--- src/rtl/imem_loader_if.sv ---
// imem_loader_if: byte-stream input and instruction-memory write port of the
// instruction memory loader, bundled so the producer and the memory-side
// consumer see one object.
// The slave modport is the loader's view and the master modport is the
// byte source / memory view.
interface imem_loader_if #(
  parameter int ADDR_W = 14
) ();

  logic              byte_valid;
  logic [7:0]        byte_data;
  logic              imem_we;
  logic [ADDR_W-1:0] imem_addr;
  logic [31:0]       imem_wdata;

  modport slave (
    input  byte_valid,
    input  byte_data,
    output imem_we,
    output imem_addr,
    output imem_wdata
  );

  modport master (
    output byte_valid,
    output byte_data,
    input  imem_we,
    input  imem_addr,
    input  imem_wdata
  );

endinterface

--- src/rtl/imem_loader.sv ---
// imem_loader: writer side of the instruction memory.
// It receives a length-prefixed byte stream:
//   - a 16-bit little-endian word count,
//   - followed by the data bytes.
// Every four bytes are packed into a little-endian 32-bit word. Each word is
// written to consecutive word addresses, starting at 0.
// The CPU is held in reset while a load is in progress, and after a failed
// load.
// Optional feature macro: IMEM_LOADER_CHECKSUM_EN. When it is defined, a
// trailing byte must equal the XOR of all header and data bytes. If it does
// not, the load ends in ERR.
module imem_loader #(
  parameter int ADDR_W = 14,
  parameter int DEPTH  = 16384
) (
  input  logic          clk,
  input  logic          reset,
  input  logic          i_start,
  imem_loader_if.slave  bus,
  output logic          o_cpu_hold,
  output logic          o_busy,
  output logic          o_done,
  output logic          o_err,
  output logic [15:0]   o_words_loaded
);

  // Widened by one bit so that the header length compares cleanly.
  localparam logic [16:0] LP_DEPTH = 17'(DEPTH);

`ifdef IMEM_LOADER_CHECKSUM_EN
  typedef enum logic [2:0] {
    S_IDLE, S_HDR0, S_HDR1, S_DATA, S_CSUM, S_DONE, S_ERR
  } state_t;
`else
  typedef enum logic [2:0] {
    S_IDLE, S_HDR0, S_HDR1, S_DATA, S_DONE, S_ERR
  } state_t;
`endif

  state_t            r_state;
  logic [15:0]       r_len;
  logic [1:0]        r_lane;
  logic [23:0]       r_word;
  logic              r_we;
  logic [ADDR_W-1:0] r_addr;
  logic [31:0]       r_wdata;
  logic              r_hold;
  logic              r_busy;
  logic              r_done;
  logic              r_err;
  logic [15:0]       r_count;
`ifdef IMEM_LOADER_CHECKSUM_EN
  logic [7:0]        r_csum;
  logic [7:0]        w_csum;
  logic              w_csumNow;
`endif

  state_t            w_state;
  logic [15:0]       w_len;
  logic [15:0]       w_lenFull;
  logic [1:0]        w_lane;
  logic [23:0]       w_word;
  logic              w_we;
  logic [ADDR_W-1:0] w_addr;
  logic [31:0]       w_wdata;
  logic              w_hold;
  logic              w_busy;
  logic              w_done;
  logic              w_err;
  logic [15:0]       w_count;
  logic              w_lastWrite;
  logic              w_tail;
  logic              w_good;
  logic              w_bad;

  // Next-state and next-output logic.
  // A write pulse in DATA means the word is committed this cycle:
  //   - the address and the count advance at the following edge;
  //   - if this was the last word, the load moves on to its tail (CSUM or
  //     DONE).
  // A byte arriving alongside the write pulse lands in lane 0, because the
  // lane counter already wrapped when the word was completed.
  always_comb begin
    w_state     = r_state;
    w_len       = r_len;
    w_lane      = r_lane;
    w_word      = r_word;
    w_we        = 1'b0;
    w_addr      = r_addr;
    w_wdata     = r_wdata;
    w_hold      = r_hold;
    w_busy      = r_busy;
    w_done      = r_done;
    w_err       = r_err;
    w_count     = r_count;
    w_lenFull   = {bus.byte_data, r_len[7:0]};
    w_lastWrite = r_we && ((r_count + 16'd1) == r_len);
    w_tail      = 1'b0;
    w_good      = 1'b0;
    w_bad       = 1'b0;
`ifdef IMEM_LOADER_CHECKSUM_EN
    w_csum      = r_csum;
    w_csumNow   = 1'b0;
`endif

    case (r_state)
      S_IDLE, S_DONE, S_ERR: begin
        if (i_start) begin
          w_state = S_HDR0;
          w_hold  = 1'b1;
          w_busy  = 1'b1;
          w_done  = 1'b0;
          w_err   = 1'b0;
          w_count = 16'd0;
          w_addr  = '0;
          w_lane  = 2'd0;
          w_len   = 16'd0;
`ifdef IMEM_LOADER_CHECKSUM_EN
          w_csum  = 8'd0;
`endif
        end
      end

      S_HDR0: begin
        if (bus.byte_valid) begin
          w_len[7:0] = bus.byte_data;
          w_state    = S_HDR1;
`ifdef IMEM_LOADER_CHECKSUM_EN
          w_csum     = r_csum ^ bus.byte_data;
`endif
        end
      end

      S_HDR1: begin
        if (bus.byte_valid) begin
          w_len  = w_lenFull;
          w_lane = 2'd0;
`ifdef IMEM_LOADER_CHECKSUM_EN
          w_csum = r_csum ^ bus.byte_data;
`endif
          if ({1'b0, w_lenFull} > LP_DEPTH) begin
            w_state = S_ERR;
            w_busy  = 1'b0;
            w_err   = 1'b1;
          end else if (w_lenFull == 16'd0) begin
            w_tail = 1'b1;
          end else begin
            w_state = S_DATA;
          end
        end
      end

      S_DATA: begin
        if (r_we) begin
          w_count = r_count + 16'd1;
          if (r_addr != '1) begin
            w_addr = r_addr + ADDR_W'(1);
          end
        end
        if (w_lastWrite) begin
          w_tail = 1'b1;
`ifdef IMEM_LOADER_CHECKSUM_EN
          w_csumNow = bus.byte_valid;
`endif
        end else if (bus.byte_valid) begin
          w_lane = r_lane + 2'd1;
`ifdef IMEM_LOADER_CHECKSUM_EN
          w_csum = r_csum ^ bus.byte_data;
`endif
          case (r_lane)
            2'd0:    w_word[7:0]   = bus.byte_data;
            2'd1:    w_word[15:8]  = bus.byte_data;
            2'd2:    w_word[23:16] = bus.byte_data;
            default: begin
              w_wdata = {bus.byte_data, r_word};
              w_we    = 1'b1;
            end
          endcase
        end
      end

`ifdef IMEM_LOADER_CHECKSUM_EN
      S_CSUM: begin
        w_csumNow = bus.byte_valid;
      end
`endif

      default: begin
        w_state = S_IDLE;
      end
    endcase

`ifdef IMEM_LOADER_CHECKSUM_EN
    if (w_tail) begin
      w_state = S_CSUM;
    end
    if (w_csumNow) begin
      if (bus.byte_data == r_csum) begin
        w_good = 1'b1;
      end else begin
        w_bad = 1'b1;
      end
    end
`else
    w_good = w_tail;
`endif

    if (w_good) begin
      w_state = S_DONE;
      w_done  = 1'b1;
      w_hold  = 1'b0;
      w_busy  = 1'b0;
    end
    if (w_bad) begin
      w_state = S_ERR;
      w_err   = 1'b1;
      w_busy  = 1'b0;
    end
  end

  // State and registered outputs; reset clears everything and wins over all inputs.
  always_ff @(posedge clk) begin
    if (reset) begin
      r_state <= S_IDLE;
      r_len   <= 16'd0;
      r_lane  <= 2'd0;
      r_word  <= 24'd0;
      r_we    <= 1'b0;
      r_addr  <= '0;
      r_wdata <= 32'd0;
      r_hold  <= 1'b0;
      r_busy  <= 1'b0;
      r_done  <= 1'b0;
      r_err   <= 1'b0;
      r_count <= 16'd0;
`ifdef IMEM_LOADER_CHECKSUM_EN
      r_csum  <= 8'd0;
`endif
    end else begin
      r_state <= w_state;
      r_len   <= w_len;
      r_lane  <= w_lane;
      r_word  <= w_word;
      r_we    <= w_we;
      r_addr  <= w_addr;
      r_wdata <= w_wdata;
      r_hold  <= w_hold;
      r_busy  <= w_busy;
      r_done  <= w_done;
      r_err   <= w_err;
      r_count <= w_count;
`ifdef IMEM_LOADER_CHECKSUM_EN
      r_csum  <= w_csum;
`endif
    end
  end

  assign bus.imem_we     = r_we;
  assign bus.imem_addr   = r_addr;
  assign bus.imem_wdata  = r_wdata;
  assign o_cpu_hold      = r_hold;
  assign o_busy          = r_busy;
  assign o_done          = r_done;
  assign o_err           = r_err;
  assign o_words_loaded  = r_count;

endmodule

--- src/flat_wrapper.sv ---
// flat-port wrapper written by rule: the top's interface ports become plain ports
module imem_loader_flat 
#(
  parameter int ADDR_W = 14,
  parameter int DEPTH  = 16384
)
  (clk, reset, i_start, o_cpu_hold, o_busy, o_done, o_err, o_words_loaded, bus_byte_valid, bus_byte_data, bus_imem_we, bus_imem_addr, bus_imem_wdata);
  imem_loader_if #(.ADDR_W(ADDR_W)) bus_i ();
  input  logic clk;
  input  logic reset;
  input  logic i_start;
  output logic o_cpu_hold;
  output logic o_busy;
  output logic o_done;
  output logic o_err;
  output logic [15:0] o_words_loaded;
  input wire logic [$bits(bus_i.byte_valid)-1:0] bus_byte_valid;
  input wire logic [$bits(bus_i.byte_data)-1:0] bus_byte_data;
  output wire logic [$bits(bus_i.imem_we)-1:0] bus_imem_we;
  output wire logic [$bits(bus_i.imem_addr)-1:0] bus_imem_addr;
  output wire logic [$bits(bus_i.imem_wdata)-1:0] bus_imem_wdata;
  assign bus_i.byte_valid = bus_byte_valid;
  assign bus_i.byte_data = bus_byte_data;
  assign bus_imem_we = bus_i.imem_we;
  assign bus_imem_addr = bus_i.imem_addr;
  assign bus_imem_wdata = bus_i.imem_wdata;
  imem_loader #(.ADDR_W(ADDR_W), .DEPTH(DEPTH)) u_core (.clk(clk), .reset(reset), .i_start(i_start), .bus(bus_i), .o_cpu_hold(o_cpu_hold), .o_busy(o_busy), .o_done(o_done), .o_err(o_err), .o_words_loaded(o_words_loaded));
endmodule
--- config.mk ---
export PLATFORM = sky130hd
export DESIGN_NAME = imem_loader_flat
export DESIGN_NICKNAME = d
export VERILOG_FILES = /design/src/rtl/imem_loader_if.sv /design/src/rtl/imem_loader.sv /design/src/flat_wrapper.sv
export SDC_FILE = /design/constraint.sdc
export NUM_CORES = 1
export LEC_CHECK = 0
export ABC_AREA = 1
export CELL_PAD_IN_SITES_DETAIL_PLACEMENT = 1
export CELL_PAD_IN_SITES_GLOBAL_PLACEMENT = 2
export CORE_MARGIN = 4
export CORE_UTILIZATION = 32
export DETAILED_ROUTE_END_ITERATION = 6
export PLACE_DENSITY_LB_ADDON = 0.1
export SLEW_MARGIN = 20
export SYNTH_ARGS = -nofsm -noshare
export SYNTH_HDL_FRONTEND = slang
export SYNTH_SLANG_ARGS = --single-unit
--- constraint.sdc ---
create_clock -name clk -period 4.7 [get_ports clk]
set_clock_uncertainty 0.15 [all_clocks]
set_input_delay 1.41 -clock clk [delete_from_list [all_inputs] [get_ports clk]]
set_output_delay 1.41 -clock clk [all_outputs]
set_load 0.01 [all_outputs]
# Word-level counts from Yosys, hierarchy flattened
# Index checks and enable logic that the tools add are counted.
# word_totals
ff_bits,112
inputBits,12
out_inout_bits,67
# classes
add_sub_neg,3
n_lt_le_gt_ge,1
n_eq_ne,23
muxes,39
bitwise,5
n_reduce_logical,28
# ops
cell,count
$mux 16,3
$mux 14,3
$pmux 16 s2,1
$pmux 14 s2,1
$reduce_and 4->1,7
$pmux 8 s3,1
$mux 3,6
$add 16x1->16 const B,1
$eq 16x16->1,1
$gt 16x15->1 const B,1
$logic_not 16->1,1
$pmux 8 s2,1
$reduce_and 5->1,3
$add 14x1->14 const B,1
$ne 14x14->1 const B,1
$mux 1,13
$ne 3x2->1 const B,4
$pmux 3 s4,1
$ne 2x2->1 const B,5
$reduce_bool 2->1,5
$mux 2,4
$mux 8,1
$ne 2x1->1 const B,4
$eq 3x2->1 const B,2
other kinds (18),28

# Longest topological paths before layout
# Gate-level depths: netlist (run 1).
# depth
word_depth,7
depth_mapped,17
mapped_depth_nobuf,16

# Worst setup path after synthesis (run 1)
# Ideal clock, no wire load.
# synth_path
path_type,input to register
startpoint,in bus_byte_valid
endpoint,reg u_core.r_lane[0]
t_arrival_ps,2724
required_time_ps,4435
path_slack_ps,1711
cell_stages,7
path_cell_list,clkbuf_1 or2_2 nand2_1 a2111oi_0 nand3_1 nand2_1 nor2_1
# synth_between
elab_chain_cells,2
word_cells_on_any_way,3
# synth_rtl
item,line,text
start: declaration,flat_wrapper.sv:17,input wire logic [$bits(bus_i.byte_valid)-1:0] bus_byte_valid;
$ne 2x2->1 (no source line),--,
$reduce_and 5->1 (no source line) *,--,
end signal: assignment,imem_loader.sv:242,r_lane <= w_lane;
end: declaration,imem_loader.sv:42,logic [1:0] r_lane;
# Every way passes the cells marked *; elsewhere a longest branch is shown, timed or not.
# A chain may end at the register's enable or synchronous reset.

# Final worst setup path (run 1)
# layout_path
startpoint,"reg u_core.r_count[0], in the netlist u_core.o_words_loaded[0]"
endpoint,"reg u_core.r_wdata[17], in the netlist u_core.bus.imem_wdata[17]"
# layout_between
elab_chain_cells,5
# layout_rtl
item,line,text
start: declaration,imem_loader.sv:51,logic [15:0] r_count;
start signal: assignment,imem_loader.sv:251,r_count <= w_count;
$add 16x1->16,imem_loader.sv:97,w_lastWrite = r_we && ((r_count + 16'd1) == r_len);
$eq 16x16->1,imem_loader.sv:97,
$logic_and 1x1->1,imem_loader.sv:97,
$not 1->1 (no source line),--,
$reduce_and 4->1 (no source line),--,
end signal: assignment,imem_loader.sv:246,r_wdata <= w_wdata;
end: declaration,imem_loader.sv:46,logic [31:0] r_wdata;
# No other way between the ends.

==> results.yml, run 1 <==
floorplanning:
  dieHeight_um: 144
  rows: 49
  ios: 79
  die_x_um: 144
  core_area_sq_mm: 0.0181
  initial_utilization_pct: 32.7
  die_area_sq_mm: 0.0207
worst_setup_path:
  cpMostUsedCell: "nand2_1"
  reg2reg_to: "u_core.bus.imem_wdata[17]"
  crit_fanout: 60
  r2r_start: "u_core.o_words_loaded[0]"
  required_ns: 4.81
  path_delay_family: "simple AND/OR/NAND/NOR gates"
  slowest_delay_ns: 0.51
  critPathBufInv: 2
  path_cells: "ha_1, nand2_2, nor2_4, nand2_1, nand2_1, nand2_1, nand2_1, nand3_1, nor2_1, nand2_1, nor2_2, nand2_4, nand3_2, buf_4, nand2_1, inv_1, nor2_1"
  start_kind: "flop"
  slowest_stage: "dfxtp_1"
  cp.arrival_ns: 3.33
  crit_type: "flop to flop"
  endpoint_kind: "flop"
  rrSetupSlack_ns: 1.48
  worst-r2r-cell-count: 17
clocking:
  cts_tree: "built"
  hold_buffers: 0
  cts_setup_buffers: 0
  cts_inserted_buffers: 9
  cts_resized: 0
  cts.path.max_buffers: 2
  cts_root_buffer: "clkbuf_16"
  cts_max_level: 3
  clk_pin_slew_worst_paths_ns: 0.08
  clk_latency_ns: 0.36
  clkSinkCount: 112
synthesis:
  yosys-top-cells-area: "dfxtp_1, nand2_1, inv_1"
  synth_cell_types: 35
  synth_top_area_cell: "dfxtp_1"
  yosys_warnings: 0
  synth-seq-cells: 112
  synth_area_sq_mm: 0.00592
  ys_seq_area_share_pct: 37.9
  synth_cells: 918
  synth_top_area_share_pct: 37.9
  syn_area_per_cell_sq_um: 6.45
  yosys_most_used_dff: "dfxtp_1"
  ys_async_sr_fraction_pct: 0
  synth-edff-count: 0
  synth_fp_nets: 936
layout:
  antenna_cells: 0
  drive_above_1_share_pct: 5.28
  final_common_cell: "nand2_1"
  nets: 998
  layout.cells.non_filler: 1213
  final_cell_mix: "nand2_1, inv_1, dfxtp_1, nor2_1, clkdlybuf4s50_1"
  final_area_sq_mm: 0.00719
  area.growth.synth_to_final_pct: 21.5
placement:
  place_ws_ns: 1.15
  portBuffers: 78
  dp_hpwl_um: 12500
  dpl_cell_area_sq_mm: 0.00686
  dp_cells: 1198
  gp_congestion: 0.806
timing:
  rsz0062_at_grt: "no"
  finalHoldViolations: 0
  worst_pin_slew_ns: 0.760
  setup_viol: 0
  fin_crit_sh_pct: 68.5
  fin_tns_setup_ns: 0
  fin_ws_ns: 1.48
  period_needed_ns: 3.22
  maxSlewViolCount: 0
  fmax_mhz: 311
  slew_headroom_pct: 49.2
global_route:
  grt_pass1_vias: 5581
  grt-ovfl-total: 0
  grt_pass1_wl_um: 28600
  grt_max_degree: 61
  antenna_found_initial: 0
  grt.total_usage_pct: 17.1
power_and_ir_drop:
  p_clk_share_pct: 35.4
  power_frac_seq_pct: 42.8
  p_sw_mw: 0.789
  p_int_mw: 1.69
  leakage_nw: 2.98
  p_sw_share_pct: 31.9
  ir_drop_mv: 0.163
  comb_power_share_pct: 21.8
  power_density_mw_per_mm2: 344
routing:
  wl_per_cell_um: 14.2
  routed_via_density: 4.75
  drc: 0
  vias: 5764
  drt_iter0_drc: 319
  drt.antenna.violating_nets: 0
  wl_um: 17300
  dr.pass1.iters: 4
min_path:
  hp-start: "u_core.o_done"
  whs_endpoint: "u_core.o_done"
  whs_path_depth: 2
  hp-class: "flop to flop"
outcome:
  status: "complete, no violations"
run:
  maxCapViolCount: 0
[synth_stat cells (2+ instances only)]
cell      number
a211oi_1       8
a21oi_1       45
buf_1          3
buf_2         10
buf_6          5
clkbuf_1      16
dfxtp_1      112
ha_1           6
inv_1        181
inv_2          9
nand2_1      239
nand2_2        3
nand2_4        2
nand3_1       47
nand4_1       71
nor2_1       103
nor2_2         5
nor2_4         4
nor3_1        11
nor4_1         2
o21ai_0        7
o21ai_1        2
o22ai_1        8
or2_2          3
xnor2_1        3
xnor3_1        2
xor2_1         3
[area by class of cell]
cell class	count	area, sq um
fillers	2335	10900
clock buffers	11	253
repair buffers	85	828
clock inverters	4	77.6
well taps	229	287
multi-input cells	582	2790
flip-flops and latches	112	2240
inverters	190	713
[cell families (layout without fill, tap and decap cells)]
| family | after synthesis | count (layout) | synth area share (%) |
|---|---|---|---|
| AND/OR/NAND/NOR | 493 | 493 | 37.0 |
| buffers and inverters | 224 | 290 | 15.1 |
| flip-flops | 112 | 112 | 37.9 |
| AO/OA/AOI/OAI | 75 | 75 | 7.12 |
| XOR/XNOR | 8 | 8 | 1.65 |
| adder cells (fa/ha/maj) | 6 | 6 | 1.27 |
[routing by layer]
layer | part of all wire, % | track usage (%) | vias to the layer above
li1 | - | - | 2993
met1 | 50 | 23.6 | 2672
met2 | 46 | 28.4 | 85
met3 | 2.9 | 2.15 | 14
met4 | 1.3 | 4.66 | 0
met5 | 0 | 0 | -
[tightest hold or removal path, delay by kind of cell, from the launching register on]
| kind | cells | cell delay (ns) |
|---|---|---|
| flip-flops | 1 | 0.32 |
| AND/OR/NAND/NOR | 2 | 0.10 |
[worst max-delay path by stage]
| stage | start | end | slack (ns) | depth (start not counted) |
|---|---|---|---|---|
| 2_1_floorplan | bus_byte_valid | u_core.r_lane[0] | 1.71 | 7 |
| 3_3_place_gp | i_start | u_core.bus.imem_addr[10] | 1.20 | 11 |
| 3_5_place_dp | i_start | u_core.bus.imem_addr[10] | 1.15 | 11 |
| 4_1_cts | u_core.o_words_loaded[0] | u_core.bus.imem_wdata[17] | 1.43 | 17 |
| 5_1_grt | u_core.o_words_loaded[0] | u_core.bus.imem_wdata[11] | 1.04 | 17 |
| 6_report | u_core.o_words_loaded[0] | u_core.bus.imem_wdata[17] | 1.48 | 17 |
[state kept, by name (all words and copies together), names as in the netlist]
register	cells
u_core.bus.imem_we	1
u_core.r_state	3
u_core.o_busy	1
u_core.r_len	16
u_core.r_lane	2
u_core.bus.imem_wdata	32
u_core.o_cpu_hold	1
u_core.r_word	24
u_core.bus.imem_addr	14
u_core.o_done	1
u_core.o_err	1
u_core.o_words_loaded	16
[power by group through the flow]
stage	sequential [mW]	combinational (mW)	clock (mW)
global placement	1.08	0.536	0
global route	1.07	0.620	0.946
CTS	1.06	0.545	0.901
detailed placement	1.08	0.542	0
finish	1.06	0.540	0.875
floorplan	1.07	0.390	0
[metrics by stage]
step / hold slack [ns] / util [%] / power (mW)
floorplan: 0.301 / - / 1.46
global placement: 0.299 / 37.9 / 1.62
detailed placement: 0.305 / 37.9 / 1.62
CTS: 0.317 / 39.7 / 2.51
global route: 0.353 / 39.8 / 2.63
finish: 0.314 / 39.8 / 2.47
Note: power is estimated with default switching activity, not from simulation.
==> run 2, diff against run 1 <==
--- a/config.mk
+++ b/config.mk
@@ -9,7 +9,7 @@
 export CELL_PAD_IN_SITES_DETAIL_PLACEMENT = 1
 export CELL_PAD_IN_SITES_GLOBAL_PLACEMENT = 2
 export CORE_MARGIN = 4
-export CORE_UTILIZATION = 32
+export CORE_UTILIZATION = 27
 export DETAILED_ROUTE_END_ITERATION = 6
 export PLACE_DENSITY_LB_ADDON = 0.1
 export SLEW_MARGIN = 20
==> constraint.sdc (replaced) <==
create_clock -name clk -period 2.85 [get_ports clk]
set_clock_uncertainty 0.15 [all_clocks]
set_input_delay 0.855 -clock clk [delete_from_list [all_inputs] [get_ports clk]]
set_output_delay 0.855 -clock clk [all_outputs]
set_load 0.01 [all_outputs]
==> run 2 against run 1 <==
Net effect:
- register-to-register slack lost 1.2 ns
- critical path type unchanged
- total power rose by 66%
- via count is 2.0% higher
- largest cell class unchanged
==> results.yml, run 2 (synthesis results as in run 1) <==
outcome:
  status: "complete, no violations"
power_and_ir_drop:
  ir_drop_mv: 0.275
  leakage_nw: 3.14
  power_mw: 4.10
  power_density_mw_per_mm2: 544
layout:
  area.growth.synth_to_final_pct: 27.1
  nets: 1031
  multiInputGateArea_sq_mm: 0.00281
  fillers: 2746
  largest_reg_flops: 32
  antenna_cells: 0
  drive_above_1_share_pct: 8.64
  final_area_sq_mm: 0.00752
  final_common_cell: "nand2_1"
  final_cell_mix: "nand2_1, inv_1, dfxtp_1, nor2_1, clkdlybuf4s50_1"
  ff_latch_area_sq_mm: 0.00224
floorplanning:
  ios: 79
  die_x_um: 156
  core_area_sq_mm: 0.0213
  die_area_sq_mm: 0.0244
  dieHeight_um: 156
  initial_utilization_pct: 27.8
  rows: 53
clocking:
  cts_tree: "built"
  hold_buffers: 0
  cts_inserted_buffers: 9
  cts_max_level: 3
  clkSinkCount: 112
  clk_pin_slew_worst_paths_ns: 0.08
  clk_latency_ns: 0.36
  cts.path.max_buffers: 2
  cts_root_buffer: "clkbuf_16"
worst_setup_path:
  r2r_start: "u_core.o_words_loaded[0]"
  crit_type: "flop to flop"
  rrSetupSlack_ns: 0.32
  path_cells: "ha_2, nand3_1, nor2_2, nand4_1, nand3_1, nand2_1, nor2_1, nand2_1, nor2_4, nand2_4, nand3_2, buf_12, nand2_1, inv_1, nor2_1"
  endpoint_kind: "flop"
  path_delay_family: "simple AND/OR/NAND/NOR gates"
  slowest_stage: "dfxtp_1"
  cp.arrival_ns: 2.64
  crit_fanout: 24
  cpMostUsedCell: "nand2_1"
  slowest_delay_ns: 0.35
  start_kind: "flop"
  required_ns: 2.96
  critPathBufInv: 2
  worst-r2r-cell-count: 15
  reg2reg_to: "u_core.bus.imem_wdata[26]"
routing:
  vias: 5878
  drc: 0
  routed_via_density: 4.55
  drt_iter0_drc: 182
  dr.pass1.iters: 4
  wl_um: 18300
  drt.antenna.violating_nets: 0
  wl_per_cell_um: 14.2
placement:
  portBuffers: 78
  gp_congestion: 0.757
  dpl_cell_area_sq_mm: 0.00719
  dp_hpwl_um: 13300
timing:
  worst_pin_slew_ns: 0.579
  maxSlewViolCount: 0
  fin_crit_sh_pct: 88.6
  fmax_mhz: 396
  whs_ns: 0.313
  rsz0062_at_grt: "no"
  fin_tns_setup_ns: 0
  slew_headroom_pct: 61.4
  finalHoldViolations: 0
  setup_viol: 0
  period_needed_ns: 2.53
global_route:
  grt.total_usage_pct: 15.7
  grt_pass1_wl_um: 31200
  grt_pass1_vias: 5988
  grt_max_degree: 64
  antenna_found_initial: 0
  grt-ovfl-total: 0
min_path:
  whs_path_depth: 2
  hp-class: "flop to flop"
  hp-start: "u_core.o_cpu_hold"
  whs_endpoint: "u_core.o_cpu_hold"
run:
  maxCapViolCount: 0
==> run 2: cell types whose count changed in the layout (fill, tap and decap cells not counted), sizes merged <==
cell / previous run / this run
clkbuf: 11 / 12
inv: 190 / 191
buf: 8 / 41
bufinv: 2 / 1
==> run 2: timing repair <==
item	4_1_cts	5_1_grt
endpoints found under the setup margin	0	23
setup buffers	0	1
resized for setup	0	6
==> run 2: worst max-delay path by stage <==
stage	slack, ns	from	cells after the start	endpoint
after floorplan	0.42	bus_byte_valid	7	u_core.r_lane[0]
after global placement	0.16	bus_byte_data[2]	11	u_core.r_state[2]
after detailed placement	0.15	bus_byte_data[0]	11	u_core.r_state[2]
after CTS	0.22	u_core.o_words_loaded[3]	13	u_core.r_word[18]
after global routing	0.01	u_core.o_words_loaded[0]	17	u_core.bus.imem_wdata[29]
final	0.32	u_core.o_words_loaded[0]	15	u_core.bus.imem_wdata[26]
==> run 2: where the power goes <==
group,leakage [nW],switching (mW),internal [mW]
Clock,0.147,0.632,0.713
Combinational,2.09,0.655,0.355
Sequential,0.905,0.0717,1.67
Total,3.14,1.36,2.74
==> run 2: area by class of cell <==
| class | instances | share of cell area, % |
|---|---|---|
| Multi-Input combinational cell | 582 | 37.3 |
| Sequential cell | 112 | 29.8 |
| Timing Repair Buffer | 118 | 14.9 |
| Inverter | 190 | 9.48 |
| Tap cell | 275 | 4.57 |
| Clock buffer | 12 | 3.28 |
| Clock inverter | 4 | 0.699 |
==> run 2: metal layers <==
layer / wire, um / GRT usage, %
met1: 9200 / 22.7
met2: 8260 / 24.7
met3: 589 / 1.78
met4: 266 / 4.67
met5: 0 / 0
==> run 2: worst reg2reg max path, cell delays in order (launching register included) <==
cell and delay (ns):
dfxtp_1 0.35, ha_2 0.21, nand3_1 0.15, nor2_2 0.23, nand4_1 0.16, nand3_1 0.12, nand2_1 0.07, nor2_1 0.12
nand2_1 0.16, nor2_4 0.15, nand2_4 0.12, nand3_2 0.13, buf_12 0.17, nand2_1 0.08, inv_1 0.05, nor2_1 0.03
==> run 2: stage by stage <==
stage,setup WS (ns),std cells,util (%)
3_5_place_dp,0.153,1276,33.8
2_1_floorplan,0.416,918,-
6_report,0.324,1293,35.3
5_1_grt,0.0143,1293,35.3
3_3_place_gp,0.158,1276,33.8
4_1_cts,0.223,1292,35.2
